**src/rtl/game_viewport_pkg.sv**
```systemverilog
// game_viewport_pkg: screen/game geometry shared by the viewport mapper and its counters.
package game_viewport_pkg;
  localparam int VGA_H_VISIBLE_AREA    = 640;
  localparam int VGA_V_VISIBLE_AREA    = 480;
  localparam int PACMAN_H_VISIBLE_AREA = 224;
  localparam int PACMAN_V_VISIBLE_AREA = 288;
  function automatic int cnt_width(input int n);
    return n > 1 ? $clog2(n) : 1;
  endfunction
endpackage

```
**src/rtl/game_viewport_scale_counter.sv**
```systemverilog
// scale_counter: replication counter plus game-coordinate counter for one axis of the viewport.
module scale_counter
  import game_viewport_pkg::*;
#(
  parameter int MAX   = 223,
  parameter int LIMIT = 1
) (
  input  logic                           clk,
  input  logic                           rst,
  input  logic                           init_i,
  input  logic                           step_i,
  output logic                           active_d_o,
  output logic                           rep_zero_d_o,
  output logic [cnt_width(MAX+1)-1:0]    coord_d_o,
  output logic [cnt_width(MAX+1)-1:0]    coord_q_o
);
  localparam int CW = cnt_width(MAX + 1);
  localparam int RW = cnt_width(LIMIT);
  logic          active_q, active_d, adv, wrap, last;
  logic [RW-1:0] rep_q, rep_d;
  logic [CW-1:0] coord_q, coord_d;
  assign adv  = step_i & active_q;
  assign wrap = rep_q == RW'(LIMIT - 1);
  assign last = coord_q == CW'(MAX);
  // the final coordinate holds its value when the window closes
  always_comb begin
    active_d = init_i | (active_q & ~(adv & wrap & last));
    coord_d  = init_i ? '0 : (adv & wrap & ~last) ? coord_q + CW'(1) : coord_q;
    rep_d    = init_i ? '0 : adv ? (wrap ? '0 : rep_q + RW'(1)) : rep_q;
  end
  always_ff @(posedge clk) begin
    active_q <= rst ? 1'b0 : active_d;
    coord_q  <= rst ? '0 : coord_d;
    rep_q    <= rst ? '0 : rep_d;
  end
  assign active_d_o   = active_d;
  assign rep_zero_d_o = rep_d == '0;
  assign coord_d_o    = coord_d;
  assign coord_q_o    = coord_q;
endmodule

```
**src/rtl/game_viewport.sv**
```systemverilog
// game_viewport: maps VGA beam counters onto the scaled 224x288 game window.
// Defining VIEWPORT_BORDER_EN adds a registered `border` output for a 1-px ring around the window.
module game_viewport
  import game_viewport_pkg::*;
#(
  parameter int H_SCALE  = 1,
  parameter int V_SCALE  = 1,
  parameter int H_OFFSET = 208,
  parameter int V_OFFSET = 96
) (
  input  logic       vga_pix_clk,
  input  logic       rst,
  input  logic [9:0] vga_sx,
  input  logic [9:0] vga_sy,
  input  logic       vga_de,
  output logic [7:0] sx,
  output logic [8:0] sy,
  output logic       game_pix_stb,
  output logic       frame_stb,
  output logic       display_enabled
`ifdef VIEWPORT_BORDER_EN
  ,
  output logic       border
`endif
);
  if (H_SCALE < 1 || V_SCALE < 1) begin : g_scale_err
    $error("game_viewport: H_SCALE and V_SCALE must be >= 1");
  end
  if (H_OFFSET + PACMAN_H_VISIBLE_AREA * H_SCALE > VGA_H_VISIBLE_AREA) begin : g_h_err
    $error("game_viewport: window exceeds visible width");
  end
  if (V_OFFSET + PACMAN_V_VISIBLE_AREA * V_SCALE > VGA_V_VISIBLE_AREA) begin : g_v_err
    $error("game_viewport: window exceeds visible height");
  end
  logic       line_start, v_act_d, h_act_d, v_rep0_d, h_rep0_d, de_d, stb_d, fs_d;
  logic [7:0] sx_d;
  logic [8:0] sy_d;
  assign line_start = vga_sx == '0;
  scale_counter #(.MAX(PACMAN_V_VISIBLE_AREA - 1), .LIMIT(V_SCALE)) u_v (
    .clk          (vga_pix_clk),
    .rst          (rst),
    .init_i       (line_start && vga_sy == 10'(V_OFFSET)),
    .step_i       (line_start),
    .active_d_o   (v_act_d),
    .rep_zero_d_o (v_rep0_d),
    .coord_d_o    (sy_d),
    .coord_q_o    (sy)
  );
  // horizontal sees the already-updated vertical state, so a line-start init on H_OFFSET==0 works
  scale_counter #(.MAX(PACMAN_H_VISIBLE_AREA - 1), .LIMIT(H_SCALE)) u_h (
    .clk          (vga_pix_clk),
    .rst          (rst),
    .init_i       (v_act_d && vga_sx == 10'(H_OFFSET)),
    .step_i       (v_act_d),
    .active_d_o   (h_act_d),
    .rep_zero_d_o (h_rep0_d),
    .coord_d_o    (sx_d),
    .coord_q_o    (sx)
  );
  assign de_d  = h_act_d & v_act_d & vga_de;
  assign stb_d = de_d & h_rep0_d;
  assign fs_d  = stb_d & (sx_d == '0) & (sy_d == '0) & v_rep0_d;
  always_ff @(posedge vga_pix_clk) begin
    display_enabled <= rst ? 1'b0 : de_d;
    game_pix_stb    <= rst ? 1'b0 : stb_d;
    frame_stb       <= rst ? 1'b0 : fs_d;
  end
`ifdef VIEWPORT_BORDER_EN
  localparam int BL = H_OFFSET - 1;
  localparam int BR = H_OFFSET + PACMAN_H_VISIBLE_AREA * H_SCALE;
  localparam int BT = V_OFFSET - 1;
  localparam int BB = V_OFFSET + PACMAN_V_VISIBLE_AREA * V_SCALE;
  if (H_OFFSET < 1 || V_OFFSET < 1) begin : g_border_err
    $error("game_viewport: border ring needs H_OFFSET and V_OFFSET >= 1");
  end
  logic in_x, in_y, border_d;
  assign in_x     = vga_sx >= 10'(BL) && vga_sx <= 10'(BR);
  assign in_y     = vga_sy >= 10'(BT) && vga_sy <= 10'(BB);
  assign border_d = vga_de && ((in_y && (vga_sx == 10'(BL) || vga_sx == 10'(BR))) ||
                               (in_x && (vga_sy == 10'(BT) || vga_sy == 10'(BB))));
  always_ff @(posedge vga_pix_clk) border <= rst ? 1'b0 : border_d;
`endif
endmodule
```
**config.mk**
```make
export PLATFORM = sky130hd
export DESIGN_NAME = game_viewport
export DESIGN_NICKNAME = d
export VERILOG_FILES = /design/src/rtl/game_viewport_pkg.sv /design/src/rtl/game_viewport_scale_counter.sv /design/src/rtl/game_viewport.sv
export SDC_FILE = /design/constraint.sdc
export NUM_CORES = 1
export LEC_CHECK = 0
export CORE_UTILIZATION = 35
export CTS_BUF_LIST = sky130_fd_sc_hd__clkbuf_4 sky130_fd_sc_hd__clkbuf_8
export CTS_CLUSTER_DIAMETER = 80
export DETAILED_ROUTE_END_ITERATION = 10
export GPL_ROUTABILITY_DRIVEN = 0
export PLACE_DENSITY = 0.63
export SYNTH_ARGS = -nofsm -noshare
export SYNTH_HDL_FRONTEND = slang
export SYNTH_HIERARCHICAL = 1
export SYNTH_SLANG_ARGS = --single-unit
```
**constraint.sdc**
```tcl
create_clock -name vga_pix_clk -period 3.4 [get_ports vga_pix_clk]
set_input_delay 0.51 -clock vga_pix_clk [delete_from_list [all_inputs] [get_ports vga_pix_clk]]
set_output_delay 0.51 -clock vga_pix_clk [all_outputs]
set_load 0.05 [all_outputs]
```
==> summary.md, run 1 <==
| Metric | Value |
|---|---|
| #FFs+latches synth | 24 |
| Highest-count cells in the layout ignoring fill and taps | clkdlybuf4s50_1 (42), nor2_1 (33), dfxtp_1 (24) |
| Dpl ws | 84.1 ps |
| H-tree Lvls | 1 |
| Setup violators final | 0 |
| Min setup slack post-route | 391 ps |
| CTS clk-pin slew, worst paths | 90 ps |
| Yosys top cell area share | 0.313 |
| RSZ-0062 raised after global routing | no |
| Drt drc | 0 |
| First-pass GRT wire length | 5.78 mm |
| # hold bufs at CTS | 0 |
| Final Max Tran Viols | 0 |
| Worst Skew | 3.59 ps |
| Fraction of layout cells with a size suffix above 1 | 0.101 |
| TNS Setup | 0 ps |
| Top cell by count, worst path | nor2_1 |
| Global route overflow | 0 |
| Port Buf Inserts | 42 |
| Arr. time, crit path | 3210 ps |
| Hold Slack | 504 ps |
| P_leak | 0.780 nW |
| Final WL | 3.71 mm |
| Final hold viol count | 0 |
| RR Startpoint | u_v/coord_q_o[0] |
| Status | finished clean |
| Hold Crit Class | flip-flop to flip-flop |
| Number of synthesized flops with an enable pin | 0 |
| Top post-synthesis cells by area | dfxtp_1 (31%), nor2_1 (8.1%), mux2i_1 (5.2%), mux2_1 (3.7%), a2111oi_4 (3.6%) |
| Number of nets in the layout | 253 |
| WS Path Type | input port to flip-flop |
| CP endpoint kind | flip-flop |
| Number of global-route vias before repair | 1,265 |
| Global-route usage over all layers | 0.165 |
| CP required | 3600 ps |
| Routed via count | 1,412 |
| Fin crit period | 3010 ps |
| Routed Antenna Nets | 0 |
| Asr flop ratio synth | 0 |
| Synthesized instance count | 180 |
| Worst Setup SP | vga_sx[9] |
| CTS Root Cell | clkbuf_8 |
| Drt first pass iters | 4 |
| Total die area | 4660 um^2 |
| Yosys warnings | 6 |
| Worst path top cell family by delay | simple AND/OR/NAND/NOR gates |
| Core Box Area | 4120 um^2 |
| Syn nets | 205 |
| Num CTS Buffers | 3 |
| Slowest stage delay, CP | 410 ps |
| Antenna diode count | 0 |
| Crit path cell chain | clkdlybuf4s50_1, nor4_2, nand2_1, nor3_2, a21o_1, nand4_1, nor2_1, buf_12, nor2_1, mux2_1, nor4_1, nand4_1, nor2_1 |
| Worst-Skew Late Latency | 270 ps |
| Slew @ Worst Pin | 510 ps |
| Via-to-Cell Ratio | 5.10 |
| Area leader, netlist | dfxtp_1 |
| Placement row count | 23 |
| Initial antenna violation count | 0 |
| VDD IR max | 0.0999 mV |
| Max clock buf depth | 2 |
| Avg Inst Size Synth | 8.54 um^2 |
| Number of library cell types mapped by synthesis | 44 |
| Register area share after synthesis | 0.313 |
| Ys flop type | dfxtp_1 |
| Pwr per Cell Area | 243 nW/um^2 |
| Mapped Area | 1540 um^2 |
| CTS tree | built |
| Max-cap violations | 0 |
| Post-cts gate resize count | 0 |
| Clock sink count | 24 |
| Crit path max fanout | 25 |
| I/O pin count | 43 |
| Die X | 68.3 um |
| Tcrit/Tclk final | 0.885 |
| Max-slew headroom | 0.659 |
| Drt wl/cell | 13.4 um |
| Most common cell after layout, fill and taps aside | clkdlybuf4s50_1 |
| Fill cells | 427 |
| Post-DP HPWL | 2.84 mm |
| # Post-CTS Setup Buffers | 0 |
| Largest net degree at the start of global routing | 26 |
| Setup crit start kind | input port |
| Initial Utilization | 0.373 |
| DRT iter0 DRCs | 73 |
| Max Fclk | 332 MHz |
| Max stage delay cell, worst path | clkdlybuf4s50_1 |
| Die H | 68.3 um |
| Hold Path Origin | u_v/rep_q |
| Crit path buffers/inverters | 2 |
| Synth-to-Final Area Change | 37.3% |
==> sequential cells by signal (all words and copies together), names as in the netlist <==
signal,cells
u_h/coord_q_o,8
game_pix_stb,1
u_v/rep_q,1
frame_stb,1
u_h/active_q,1
u_h/rep_q,1
u_v/active_q,1
u_v/coord_q_o,9
display_enabled,1
==> report_power, final <==
| group | leakage, nW | total [W] | internal (W) | switching (W) |
|---|---|---|---|---|
| Sequential | 0.193 | 0.000281 | 0.000281 | 0.0000000000298 |
| Clock | 0.0288 | 0.000196 | 0.000103 | 0.0000927 |
| Combinational | 0.558 | 0.0000358 | 0.0000252 | 0.0000106 |
==> logic make-up after synthesis <==
family,Yosys count,share of synthesized area
adder cells (fa/ha/maj),2,0.0163
AND/OR/NAND/NOR,109,0.416
buffers and inverters,9,0.0220
flip-flops,24,0.313
AO/OA/AOI/OAI,18,0.116
XOR/XNOR,5,0.0285
multiplexers,13,0.0888
==> worst paths after layout <==
check / endpoint / slack [ps] / cells after the start
max: frame_stb / 390 / 13
min: u_v/rep_q / 500 / 2
max reg2reg: frame_stb / 750 / 12
min reg2reg: u_v/rep_q / 500 / 2
==> cells in the mapped netlist, drive strengths merged, types with 5 or more instances <==
master,instances
nor2,33
nor4,9
nand2,14
or3,6
inv,5
mux2i,8
mux2,5
nand4,5
xnor2,5
nand3,6
nor3,7
nor2b,6
dfxtp,24
==> layer usage <==
layer  global-route usage  part of all wire
met1                0.234              0.52
met2                0.252              0.41
met3               0.0250             0.064
met4               0.0547            0.0073
met5                    0                 0
==> worst register-to-register path, stage by stage, from the launching register on <==
cell and delay [ps]:
dfxtp_1 360, ha_1 270, and2b_4 190, nand4_1 80
a21o_1 260, nand4_1 120, nor2_1 190, buf_12 190
nor2_1 60, mux2_1 320, nor4_1 290, nand4_1 130
nor2_1 110
==> through the flow <==
stage | instances | cell area [um^2] | power (W) | utilization
detailed placement | 273 | 2050 | 0.000323 | 0.499
finish | 277 | 2110 | 0.000513 | 0.513
floorplan | 180 | 1540 | 0.000294 | -
CTS | 277 | 2110 | 0.000519 | 0.513
global route | 277 | 2110 | 0.000531 | 0.513
global placement | 273 | 2050 | 0.000323 | 0.499
==> final cells by class <==
| cell class | instances | area [um^2] | area share |
|---|---|---|---|
| clock buffer | 4 | 55.1 | 0.0261 |
| tap | 50 | 62.6 | 0.0297 |
| sequential | 24 | 480 | 0.228 |
| timing repair buffer | 47 | 470 | 0.223 |
| inverter | 5 | 18.8 | 0.00890 |
| multi-input combinational | 147 | 1020 | 0.485 |
(Power assumes the default switching activity.)
==> run 2: changes to the inputs <==
- ABC_AREA: unset -> 1
- ABC_CLOCK_PERIOD_IN_PS: unset -> 3400
- CORE_UTILIZATION: 35 -> 38
- PLACE_DENSITY: 0.63 -> 0.66
==> run 2 against run 1 <==
Core utilization is 1.5 points higher. Clock skew about the same. Sequential cell count did not move. Register-to-register slack better by 160 ps. Cell area increased by 1.4%. Wire length down 3.9%. Synthesized area up 6.4%. Combinational power increased by 6.1%. Clock power is 16% lower. Hold slack better by 17 ps. Largest power group unchanged.
==> summary.md, run 2 <==
| Metric | Value |
|---|---|
| Clk pwr share | 0.340 (-0.042) |
| Final hold viol count | 0 (unchanged) |
| Port Buf Inserts | 42 (unchanged) |
| Total die area | 4570 um^2 (-2.0%) |
| Arr. time, crit path | 2880 ps (-330 ps) |
| Drt first pass iters | 4 (unchanged) |
| CTS tree | built |
| Max reg flops | 9 (unchanged) |
| Hold path depth | 2 (unchanged) |
| Asr flop ratio synth | 0 (unchanged) |
| Max-cap violations | 0 (unchanged) |
| Number of nets in the layout | 329 (+30%) |
| H-tree Lvls | 1 (unchanged) |
| Routed via count | 1,594 (+13%) |
| Setup violators final | 0 (unchanged) |
| Fraction of layout cells with a size suffix above 1 | 0.126 (+0.0245) |
| Number of global-route vias before repair | 1,535 (+21%) |
| Register-to-Register Path Depth | 16 (+4) |
| Ys flop type | dfxtp_1 |
| Slew @ Worst Pin | 990 ps (+479 ps) |
| Internal Pwr Total | 0.000385 W (-5.9%) |
| Final WL | 3.57 mm (-3.9%) |
| Synthesized instance count | 260 (+44%) |
| Synth-to-Final Area Change | 30.9% |
| Post-DP HPWL | 2.80 mm (-1.5%) |
| CP endpoint kind | flip-flop |
| Worst reg-to-reg setup slack | 910 ps (+160 ps) |
| CTS clk-pin slew, worst paths | 80 ps (about the same) |
| Fin crit period | 2670 ps (-339 ps) |
| Hold Path Origin | u_h/rep_q |
| Metal3 WL | 137 um (-42%) |
| Number of library cell types mapped by synthesis | 27 (-39%) |
| Initial antenna violation count | 0 (unchanged) |
| Die X | 67.6 um (-1.0%) |
| Pwr per Cell Area | 226 nW/um^2 (-7.1%) |
| Core Box Area | 4060 um^2 (-1.4%) |
| RR Startpoint | u_v/coord_q_o[0] |
| Most common cell after layout, fill and taps aside | nand2_1 |
| Drt drc | 0 (unchanged) |
| Max clock buf depth | 2 (unchanged) |
| Area leader, netlist | dfxtp_1 |
| Worst Skew | 3.29 ps (-0.298 ps) |
| Sw Pwr | 0.0000978 W (-5.3%) |
| VDD IR max | 0.220 mV (+120%) |
| Global-route usage over all layers | 0.181 (+0.0158) |
| # Post-CTS Setup Buffers | 0 (unchanged) |
| Top post-synthesis cells by area | dfxtp_1 (29%), nand2_1 (14%), inv_1 (11%), nor2_1 (11%), nand3_1 (7.4%) |
| Via-to-Cell Ratio | 4.53 (-11%) |
| First-pass GRT wire length | 6.35 mm (+9.8%) |
| P_leak | 1.00 nW (+28%) |
| CP required | 3610 ps (about the same) |
| Largest net degree at the start of global routing | 25 (-3.8%) |
| RSZ-0062 raised after global routing | no |
| Comb pwr share | 0.079 (+0.009) |
| Final Max Tran Viols | 0 (unchanged) |
| Met2 WL | 1.75 mm (+16%) |
| Register area share after synthesis | 0.294 (-0.0187) |
| TNS Setup | 0 ps (unchanged) |
| Tcrit/Tclk final | 0.785 (-0.0996) |
| R2R Path End | frame_stb |
| Initial Utilization | 0.403 (+0.0293) |
| Global route overflow | 0 (unchanged) |
| Die H | 67.6 um (-1.0%) |
| Number of synthesized flops with an enable pin | 0 (unchanged) |
| Yosys warnings | 6 (unchanged) |
| # hold bufs at CTS | 0 (unchanged) |
| Hold Path Sink | u_h/rep_q |
| Status | finished clean |
| Placement row count | 23 (unchanged) |
| CTS Root Cell | clkbuf_8 |
| Mapped Area | 1630 um^2 (+6.4%) |
| Num CTS Buffers | 3 (unchanged) |
| Total Power | 0.000483 W (-5.8%) |
| Most frequent cells after synthesis | nand2_1 (59), inv_1 (49), nor2_1 (46) |
| Clock sink count | 24 (unchanged) |
| Cell with the most instances after synthesis | nand2_1 |
| Switching Share | 0.202 (+0.00101) |
| I/O pin count | 43 (unchanged) |
| WL met1 | 1.65 mm (-15%) |
| Antenna diode count | 0 (unchanged) |
| Crit path max fanout | 10 (-60%) |
| Worst-Skew Late Latency | 260 ps (about the same) |
| Hold Crit Class | flip-flop to flip-flop |
| Max-slew headroom | 0.338 (-0.320) |
| Routed Antenna Nets | 0 (unchanged) |
| Syn nets | 285 (+39%) |
| #FFs+latches synth | 24 (unchanged) |
| Drt wl/cell | 10.1 um (-24%) |
| WS Path Type | input port to flip-flop |
| Yosys top cell area share | 0.294 (-0.0187) |
| Setup crit start kind | input port |
| Max Fclk | 374 MHz (+13%) |
| Post-cts gate resize count | 0 (unchanged) |
| DRT iter0 DRCs | 79 (+8.2%) |
| Highest-count cells in the layout ignoring fill and taps | nand2_1 (59), inv_1 (49), nor2_1 (46) |
| Sequential share of power | 0.581 (+0.033) |
| Avg Inst Size Synth | 6.28 um^2 (-26%) |
| Top layer in use | met4 |
## run 2: changes by cell type in the layout (fill, tap and decap cells not counted), sizes merged, moves of 8 or more
| cell | change |
|---|---|
| inv | +46 |
| mux2i | -8 |
| nand2 | +51 |
| nand3 | +24 |
| nor2 | +26 |
| nor4 | -9 |
## run 2: logic make-up (layout without fill, tap and decap cells)
family | Yosys count | count (layout) | share of synthesized area
buffers and inverters | 56 | 98 | 0.136
adder cells (fa/ha/maj) | 2 | 2 | 0.0153
XOR/XNOR | 2 | 2 | 0.0107
AO/OA/AOI/OAI | 8 | 8 | 0.0291
AND/OR/NAND/NOR | 168 | 168 | 0.515
flip-flops | 24 | 24 | 0.294
## run 2: worst max-delay path by stage
stage	from	endpoint	slack (ps)	cells after the start
after global routing	vga_sx[3]	frame_stb	380	19
final	vga_sx[7]	frame_stb	730	19
after floorplan	u_v/coord_q_o[0]	frame_stb	980	17
after detailed placement	vga_sx[4]	frame_stb	450	19
after global placement	vga_sx[6]	frame_stb	510	17
after CTS	vga_sx[4]	frame_stb	720	19
## run 2: power groups by stage
| stage | Sequential (W) | Combinational [W] | Clock [W] |
|---|---|---|---|
| finish | 0.000281 | 0.0000380 | 0.000164 |
| global route | 0.000281 | 0.0000433 | 0.000187 |
| detailed placement | 0.000287 | 0.0000384 | 0 |
| floorplan | 0.000287 | 0.0000106 | 0 |
| global placement | 0.000287 | 0.0000381 | 0 |
| CTS | 0.000281 | 0.0000384 | 0.000174 |
## run 2: through the flow
stage / setup WS (ps) / util / cells / hold slack (ps) / instance area (um^2)
3_5_place_dp: 452 / 0.517 / 349 / 510 / 2100
2_1_floorplan: 983 / - / 260 / 490 / 1630
6_report: 730 / 0.527 / 352 / 521 / 2140
3_3_place_gp: 507 / 0.517 / 349 / 514 / 2100
5_1_grt: 377 / 0.527 / 352 / 536 / 2140
4_1_cts: 719 / 0.527 / 352 / 524 / 2140
## run 2: final cells by class
cell class	count	area (um^2)
Sequential cell	24	480
Timing Repair Buffer	43	428
Clock buffer	3	41.3
Tap cell	50	62.6
Fill cell	418	1920
Multi-Input combinational cell	180	932
Inverter	52	195
## run 2: per-layer routing
| layer | track usage | vias to the layer above |
|---|---|---|
| li1 | - | 875 |
| met1 | 0.207 | 684 |
| met2 | 0.340 | 30 |
| met3 | 0.0355 | 5 |
| met4 | 0.0399 | 0 |
| met5 | 0 | - |
## run 2: worst max-delay path, stage by stage
cell and delay, ps:
clkdlybuf4s50_1 490, nor2_1 40, nand2_1 50, nor2_1 40
nand2_1 70, inv_1 60, nand3_1 140, o21ai_1 110
nand2_1 110, nand3_1 100, nor3_2 240, clkinv_1 310
nand3_1 200, inv_1 50, nor2_1 90, nand2_1 50
nor2_1 80, nand2_1 60, nor2_1 70
==> run 3: changes to the inputs <==
- ABC_CLOCK_PERIOD_IN_PS: 3400 -> 2200
- PLACE_DENSITY: 0.66 -> 0.68
- clock period: 3.4 -> 2.2 ns (I/O delays scaled with it)
==> run 3 against run 2 <==
Hold slack better by 22 ps. Global-route usage increased by 1.4 points. Via count is 14% higher. Clock skew rose by 1.0 ps. Sequential cell count stayed put. Die area unchanged.
==> summary.md, run 3 (synthesized netlist as in run 2, its figures left out) <==
| Metric | Value |
|---|---|
| Status | finished clean |
| I/O pin count | 43 (unchanged) |
| Crit path max fanout | 5 (-5) |
| Critical Path End | frame_stb |
| Largest net degree at the start of global routing | 16 (-36%) |
| Dpl ws | -353 ps (-805 ps) |
| H-tree Lvls | 1 (unchanged) |
| CP endpoint kind | flip-flop |
| Switching Share | 0.216 (+0.0136) |
| First-pass GRT wire length | 6.88 mm (+8.4%) |
| CTS Root Cell | clkbuf_8 |
| Port Buf Inserts | 42 (unchanged) |
| Slew @ Worst Pin | 520 ps (-470 ps) |
| Met2 WL | 2.18 mm (+24%) |
| Tcrit/Tclk final | 0.943 |
| Num CTS Buffers | 3 (unchanged) |
| Total die area | 4570 um^2 (unchanged) |
| Worst path top cell family by delay | simple AND/OR/NAND/NOR gates |
| Total Power | 0.000759 W (+57%) |
| Routed Antenna Nets | 0 (unchanged) |
| Fin crit period | 2070 ps |
| Top cell by count, worst path | nor2_1 |
| Final hold viol count | 0 (unchanged) |
| Global route overflow | 0 (unchanged) |
| Core Util, Final | 0.622 (+0.0944) |
| Drt drc | 0 (unchanged) |
| Max-cap violations | 0 (unchanged) |
| Drt wl/cell | 10.5 um (+4.1%) |
| Max stage delay cell, worst path | clkdlybuf4s50_1 |
| Clock sink count | 24 (unchanged) |
| Metal3 WL | 125 um (-8.8%) |
| Internal Pwr Total | 0.000595 W (+54%) |
| Final WL | 4.12 mm (+16%) |
| CTS tree | built |
| CP required | 2410 ps (-1200 ps) |
| Worst reg-to-reg setup slack | 150 ps (-760 ps) |
| WL met1 | 1.77 mm (+7.1%) |
| Die H | 67.6 um (unchanged) |
| # hold bufs at CTS | 0 (unchanged) |
| Setup crit start kind | input port |
| Register-to-Register Path Depth | 16 (unchanged) |
| Placement row count | 23 (unchanged) |
| CTS clk-pin slew, worst paths | 90 ps (about the same) |
| Worst Skew | 4.30 ps (+1.01 ps) |
| Max-slew headroom | 0.653 (+0.314) |
| DRT iter0 DRCs | 85 (+7.6%) |
| Via-to-Cell Ratio | 4.65 (+2.6%) |
| Drt first pass iters | 4 (unchanged) |
| Crit path buffers/inverters | 5 (+1) |
| Routed via count | 1,817 (+14%) |
| Max reg flops | 9 (unchanged) |
| Fill cells | 384 (-8.1%) |
| Pwr per Cell Area | 301 nW/um^2 (+33%) |
| Top layer in use | met4 |
| Clk pwr share | 0.347 (+0.007) |
| FF/Latch Area | 484 um^2 (+0.78%) |
| Min setup slack post-route | 126 ps (-604 ps) |
| Synth-to-Final Area Change | 54.4% |
| Initial antenna violation count | 0 (unchanged) |
| Critical path depth | 18 (-1) |
| Most common cell after layout, fill and taps aside | nand2_1 |
| WS Path Type | input port to flip-flop |
| Worst-Skew Late Latency | 260 ps (about the same) |
| Fraction of layout cells with a size suffix above 1 | 0.264 (+0.138) |
| Antenna diode count | 0 (unchanged) |
| Crit path cell chain | clkdlybuf4s50_1, inv_1, nand2_1, nor2_1, nand3_1, nor2_1, inv_1, nand2_2, nand3_2, nor3_4, inv_4, nand3_2, inv_1, nor2_1, nand2_1, nor2_1, nand2_1, nor2_1 |
| VDD IR max | 0.343 mV (+56%) |
| Multi-input gate area | 977 um^2 (+4.8%) |
| Slowest stage delay, CP | 400 ps (-90 ps) |
| Setup violators final | 0 (unchanged) |
| Sequential share of power | 0.572 (-0.009) |
| Die X | 67.6 um (unchanged) |
| Number of global-route vias before repair | 1,648 (+7.4%) |
| TNS Setup | 0 ps (unchanged) |
| Number of nets in the layout | 368 (+12%) |
| Worst Setup SP | vga_sy[7] |
| R2R Path End | frame_stb |
| Initial Utilization | 0.403 (unchanged) |
| Global-route usage over all layers | 0.195 (+0.0140) |
| Comb pwr share | 0.081 (+0.002) |
| Post-DP HPWL | 2.99 mm (+6.9%) |
| Sw Pwr | 0.000164 W (+68%) |
| Core Box Area | 4060 um^2 (unchanged) |
| Highest-count cells in the layout ignoring fill and taps | nand2_1 (56), inv_1 (48), nor2_1 (46) |
| Final Max Tran Viols | 0 (unchanged) |
| Arr. time, crit path | 2280 ps (-600 ps) |
| Max clock buf depth | 2 (unchanged) |
| P_leak | 1.34 nW (+34%) |
| RR Startpoint | u_v/coord_q_o[0] |
| Max Fclk | 482 MHz |
| Hold Crit Class | flip-flop to flip-flop |
## run 3: changes by cell type in the layout (fill, tap and decap cells not counted), moves of 2 or more
cell	change
buf_4	+38
clkdlybuf4s50_1	-17
dlymetal6s2s_1	+17
nand3_1	-4
nand3_2	+4
dfxtp_1	-3
dfxtp_2	+3
nand2_1	-3
nand2_2	+3
inv_2	+2
## run 3: timing repair
action,4_1_cts,5_1_grt
setup endpoints to repair,1,9
endpoints found under the hold margin,0,0
buffers inserted,8,2
gates resized for setup,3,27
pin swaps,4,28
cloned,1,0
## run 3: power by group through the flow
| stage | sequential, W | clock [W] | combinational (W) |
|---|---|---|---|
| after detailed placement | 0.000444 | 0 | 0.0000659 |
| final | 0.000434 | 0.000263 | 0.0000616 |
| after global placement | 0.000444 | 0 | 0.0000649 |
| after floorplan | 0.000444 | 0 | 0.0000163 |
| after CTS | 0.000434 | 0.000276 | 0.0000665 |
| after global routing | 0.000434 | 0.000294 | 0.0000691 |
## run 3: final cells by class
cell class                 count  share of cell area
tap                           50              0.0248
timing repair buffer          81               0.300
inverter                      52              0.0784
timing repair inverter         1             0.00149
multi-input combinational    180               0.387
sequential                    24               0.192
clock buffer                   3              0.0164
## run 3: worst min path at each step
stage,from,slack [ps],depth (start not counted),end
2_1_floorplan,rst,400,1,u_v/coord_q_o[8]
3_3_place_gp,u_v/rep_q,520,2,u_v/rep_q
3_5_place_dp,u_v/rep_q,530,2,u_v/rep_q
4_1_cts,u_v/rep_q,540,2,u_v/rep_q
5_1_grt,u_v/rep_q,580,2,u_v/rep_q
6_report,u_v/rep_q,540,2,u_v/rep_q
## run 3: worst register-to-register path: stages, from the launching register on
cell and delay (ps):
dfxtp_2 350, ha_1 220, nand3_2 100, inv_1 60
nand3_2 90, o21ai_2 70, nand2_2 100, nand3_2 100
nor3_4 300, inv_4 80, nand3_2 80, inv_1 40
nor2_1 70, nand2_1 50, nor2_1 110, nand2_1 70
nor2_1 90
## run 3: through the flow
step | hold slack [ps] | area (um^2) | cells
after floorplan | 400 | 1640 | 260
after global placement | 519 | 2310 | 377
after detailed placement | 526 | 2310 | 377
after CTS | 541 | 2430 | 389
after global routing | 581 | 2520 | 391
final | 543 | 2520 | 391
## run 3: layer usage
| layer | GRT usage | up-vias |
|---|---|---|
| met1 | 0.220 | 819 |
| met3 | 0.0355 | 6 |
| li1 | - | 957 |
| met5 | 0 | - |
| met2 | 0.377 | 35 |
| met4 | 0.0319 | 0 |
